[src/rtl/argmax_reader.sv]
// argmax_reader: scans NUM_CLASSES signed scores from DRAM and reports
// the index and value of the largest one with a one-cycle done pulse.
//
// Ports:
//   clk        system clock
//   srstn      synchronous active-low reset
//   enable     start request, sampled only in IDLE
//   data_in    DRAM read data, valid one cycle after the address
//   addr_in    DRAM read address (OFMAP_BASE + index while reading)
//   dram_en_rd DRAM read enable
//   class_idx  registered index of the maximum score
//   max_val    registered maximum score
//   done       one-cycle pulse, class_idx/max_val valid
module argmax_reader #(
    parameter int                    DATA_WIDTH  = 32,
    parameter int                    ADDR_WIDTH  = 18,
    parameter int                    NUM_CLASSES = 10,
    parameter int                    IDX_WIDTH   = 4,
    parameter logic [ADDR_WIDTH-1:0] OFMAP_BASE  = 18'd131072
) (
    input  logic                  clk,
    input  logic                  srstn,
    input  logic                  enable,
    input  logic [DATA_WIDTH-1:0] data_in,
    output logic [ADDR_WIDTH-1:0] addr_in,
    output logic                  dram_en_rd,
    output logic [IDX_WIDTH-1:0]  class_idx,
    output logic [DATA_WIDTH-1:0] max_val,
    output logic                  done
);

    typedef enum logic [3:0] {
        IDLE  = 4'b0001,
        READ  = 4'b0010,
        DRAIN = 4'b0100,
        DONE  = 4'b1000
    } state_t;

    localparam logic [IDX_WIDTH-1:0] LAST_IDX = IDX_WIDTH'(NUM_CLASSES - 1);

    state_t                state;
    state_t                state_nxt;
    logic [IDX_WIDTH-1:0]  cnt_rd;
    logic [IDX_WIDTH-1:0]  cnt_rd_nxt;

    logic                  rd_vld;
    logic [IDX_WIDTH-1:0]  rd_idx;
    logic [DATA_WIDTH-1:0] run_max;
    logic [IDX_WIDTH-1:0]  run_idx;

    logic                  take;
    logic [DATA_WIDTH-1:0] max_nxt;
    logic [IDX_WIDTH-1:0]  idx_nxt;

    always_comb begin
        state_nxt  = state;
        cnt_rd_nxt = cnt_rd;
        addr_in    = '0;
        dram_en_rd = 1'b0;
        unique case (state)
            IDLE: begin
                if (enable) begin
                    state_nxt = READ;
                end
            end
            READ: begin
                addr_in    = OFMAP_BASE + ADDR_WIDTH'(cnt_rd);
                dram_en_rd = 1'b1;
                if (cnt_rd == LAST_IDX) begin
                    cnt_rd_nxt = '0;
                    state_nxt  = DRAIN;
                end else begin
                    cnt_rd_nxt = cnt_rd + 1'b1;
                end
            end
            DRAIN: begin
                state_nxt = DONE;
            end
            DONE: begin
                state_nxt = IDLE;
            end
            default: begin
                state_nxt = IDLE;
            end
        endcase
    end

    // Index 0 always loads so an all-negative map still reports a real
    // score; strict greater-than keeps the lowest index on ties.
    always_comb begin
        take    = rd_vld && ((rd_idx == '0) ||
                  ($signed(data_in) > $signed(run_max)));
        max_nxt = take ? data_in : run_max;
        idx_nxt = take ? rd_idx  : run_idx;
    end

    always_ff @(posedge clk) begin
        if (!srstn) begin
            state     <= IDLE;
            cnt_rd    <= '0;
            rd_vld    <= 1'b0;
            rd_idx    <= '0;
            run_max   <= '0;
            run_idx   <= '0;
            class_idx <= '0;
            max_val   <= '0;
            done      <= 1'b0;
        end else begin
            state   <= state_nxt;
            cnt_rd  <= cnt_rd_nxt;
            rd_vld  <= dram_en_rd;
            rd_idx  <= cnt_rd;
            run_max <= max_nxt;
            run_idx <= idx_nxt;
            done    <= (state == DRAIN);
            // The last word arrives during DRAIN, so results are taken
            // from the combined next-max rather than the stored one.
            if (state == DRAIN) begin
                class_idx <= idx_nxt;
                max_val   <= max_nxt;
            end
        end
    end

endmodule

[config.mk]
export PLATFORM = sky130hd
export DESIGN_NAME = argmax_reader
export DESIGN_NICKNAME = d
export VERILOG_FILES = /design/src/rtl/argmax_reader.sv
export SDC_FILE = /design/constraint.sdc
export NUM_CORES = 1
export LEC_CHECK = 0
export CORE_UTILIZATION = 45
export CTS_BUF_LIST = sky130_fd_sc_hd__clkbuf_4 sky130_fd_sc_hd__clkbuf_8 sky130_fd_sc_hd__clkbuf_16
export CTS_CLUSTER_SIZE = 8
export DETAILED_ROUTE_END_ITERATION = 10
export GPL_TIMING_DRIVEN = 0
export PLACE_DENSITY = 0.74
export SLEW_MARGIN = 20
export SYNTH_ARGS = -nofsm -noshare
export SYNTH_HDL_FRONTEND = slang
export SYNTH_SLANG_ARGS = --single-unit
[constraint.sdc]
create_clock -name clk -period 2.4 [get_ports clk]
set_input_delay 0.36 -clock clk [delete_from_list [all_inputs] [get_ports clk]]
set_output_delay 0.36 -clock clk [all_outputs]
set_load 0.02 [all_outputs]
==> impl_metrics.toml <==
[run_status]
status = "finished, violations left"
violations = "setup timing"

[placement]
place_congestion = 0.847
pre_cts_ws_ns = -0.828
portBuffers = 77
place_area_mm2 = 0.00560
hpwl_um = 8780

[global_routing]
first_global_vias = 4135
grt-ovfl-total = 0
antenna_found_initial = 0
grt_usage = 0.252
grt_pass1_wl_um = 20300
grt_max_degree = 15

[die]
die_y_um = 102
coreArea_mm2 = 0.00977
start_util = 0.464
io_pins = 91
dieArea_mm2 = 0.0105
rows = 36
die_x_um = 102

[timing]
min_period_ns = 2.67
fmax_mhz = 374
rsz0062_at_grt = "true"
finalHoldViolCount = 0
tightest_slew_ns = 1.06
skew_ns = 0.0153
timing.final.ws_setup_ns = -0.273
relSlewSlack = 0.285
fin_crit_sh = 1.11
hold_ws_ns = 0.332
finalSetupViolCount = 72
maxSlewViolCount = 0

[logic_synthesis]
synth_area_leaders = "dfxtp_1, ha_1, o31ai_4"
async_flop_share = 0
yosys.area.top_type_share = 0.380
synth-simple-area-share = 0.129
ys.warnings.count = 0
synth_xor_xnor_area_share = 0.00386
synth_top_area_cell = "dfxtp_1"
synth_edf_count = 0
muxShareOfSynthArea = 0
synth_adder_area_share = 0.0883
syn_area_mm2 = 0.00453
ys_ff_latch = 86
avgSynthCellArea_um2 = 9.44
synth_top_family_by_area = "compound AO/OA/AOI/OAI gates"
synthFlopType = "dfxtp_1"
netlist_instances = 480
synth_cell_types = 47
ys_seq_area_frac = 0.380
synth_compound_area_frac = 0.297

[drt]
ant_nets = 0
wire_per_inst_um = 18.8
via_count = 4363
first_iter_violations = 219
dr.pass1.iters = 5
drc = 0
drt_wl_total_um = 13900
via_per_inst = 5.91

[power_and_ir_drop]
swShare = 0.257
clock_power_share = 0.386
intPower_mw = 2.20
vdd_ir_drop_max_uv = 332
powerDensity_mw_per_mm2 = 457
p_comb_frac = 0.125
seq_power_share = 0.489
total_power_mw = 2.96
leakage_nw = 2.26
switchingPower_mw = 0.760

[layout]
drive_above_1_share = 0.269
fill_cells = 751
syn_to_final_growth_pct = 42.8
final_core_util = 0.662
final_cell_mix = "dfxtp_1, nand4_1, clkdlybuf4s50_1"
mostFrequentLayoutCell = "dfxtp_1"
layout.nets = 667
finalInstanceArea_mm2 = 0.00647
num_antenna_cells = 0

[critical_path]
end_kind = "flop"
path_class = "flop to flop"
worstPathRequired_ns = 2.62
setup.worst_path.start_class = "flop"
cp.arrival_ns = 2.89
crit_fanout = 8

[cts]
htree_levels = 3
cts_made_buffers = 9
cts_tree = "done"
clock_sinks = 86
cts-root-buf = "clkbuf_8"
clkTransAtPathRegs_ns = 0.09
clock_path_buffers = 2
ctsHoldBuffers = 0
worstSkewPairLatency_ns = 0.37

[worst_hold_path]
min_path_type = "input port to flop"

[flow_run]
drv_cap = 0
## registers in the layout (all words and copies together), names as in the netlist
| name | flops |
|---|---|
| max_val | 32 |
| run_max | 32 |
| class_idx | 4 |
| cnt_rd | 4 |
| rd_idx | 4 |
| run_idx | 4 |
| state | 4 |
| done | 1 |
| rd_vld | 1 |
## cells in the mapped netlist (all sizes together) (2+ instances only)
| library cell | number |
|---|---|
| nand2b | 4 |
| nor2 | 7 |
| nand3b | 2 |
| nand3 | 3 |
| nor4 | 5 |
| nand2 | 9 |
| o31ai | 32 |
| buf | 29 |
| nor3b | 3 |
| a31oi | 36 |
| nor2b | 3 |
| nor3 | 5 |
| o21ai | 45 |
| and2 | 8 |
| nand4 | 44 |
| o211ai | 3 |
| or3 | 2 |
| inv | 33 |
| a21oi | 54 |
| ha | 32 |
| dfxtp | 86 |
| clkbuf | 22 |
## through the flow
stage                     setup TNS [ns]  cells
after detailed placement          -55.45    702
after global routing              -16.74    738
final                             -13.58    738
after global placement            -54.71    702
after CTS                          -7.74    737
after floorplan                        0    492
## final cells by class
| class | instances | area, um2 | area share |
|---|---|---|---|
| timing repair buffer | 97 | 951 | 0.147 |
| multi-input combinational | 321 | 2870 | 0.443 |
| clock buffer | 10 | 131 | 0.0203 |
| buffer | 51 | 404 | 0.0625 |
| tap | 133 | 166 | 0.0257 |
| clock inverter | 6 | 86.3 | 0.0133 |
| inverter | 34 | 128 | 0.0197 |
| sequential | 86 | 1740 | 0.269 |
## cells by family after synthesis
group,after synthesis
compound gates,178
other cells,1
simple gates,96
fa+ha+maj,32
xor+xnor,2
flops,86
buf+inv,85
## per-layer routing
| metal | part of all wire | track usage | up-vias | wire length, um |
|---|---|---|---|---|
| met5 | 0 | 0 | - | 0 |
| met4 | 0.034 | 0.108 | 0 | 479 |
| met3 | 0.065 | 0.0335 | 42 | 897 |
| met2 | 0.50 | 0.449 | 198 | 6890 |
| met1 | 0.41 | 0.303 | 2105 | 5640 |
| li1 | - | - | 2018 | - |
## path summary, 6_finish.rpt
path | from | to | slack [ns] | depth (start not counted)
max | run_max[15] | max_val[12] | -0.27 | 11
min | data_in[16] | run_max[16] | 0.33 | 3
max reg2reg | run_max[15] | max_val[12] | -0.27 | 11
min reg2reg | rd_idx[0] | run_idx[0] | 0.49 | 2
## critical path, stage by stage (launching register included)
cell,delay (ns)
dfxtp_2,0.34
inv_1,0.05
ha_1,0.29
nand4_1,0.12
nor2_1,0.09
a221o_1,0.34
o31a_1,0.33
o211a_1,0.25
buf_12,0.16
buf_8,0.14
o31ai_4,0.26
a31oi_1,0.13
## power groups by stage
stage | sequential [mW] | clock (mW) | combinational (mW)
after CTS | 1.44 | 1.13 | 0.329
final | 1.45 | 1.14 | 0.370
after global routing | 1.45 | 1.20 | 0.396
after floorplan | 1.48 | 0 | 0.178
after global placement | 1.48 | 0 | 0.297
after detailed placement | 1.48 | 0 | 0.304
## repair_timing
| action | in CTS | in global routing |
|---|---|---|
| setup endpoints to repair | 78 | 73 |
| cloned | 3 | 1 |
| resized for setup | 79 | 64 |
| setup buffers | 16 | 0 |
| pin swaps | 54 | 81 |
| endpoints found under the hold margin | 0 | 0 |
(Power assumes the default switching activity.)
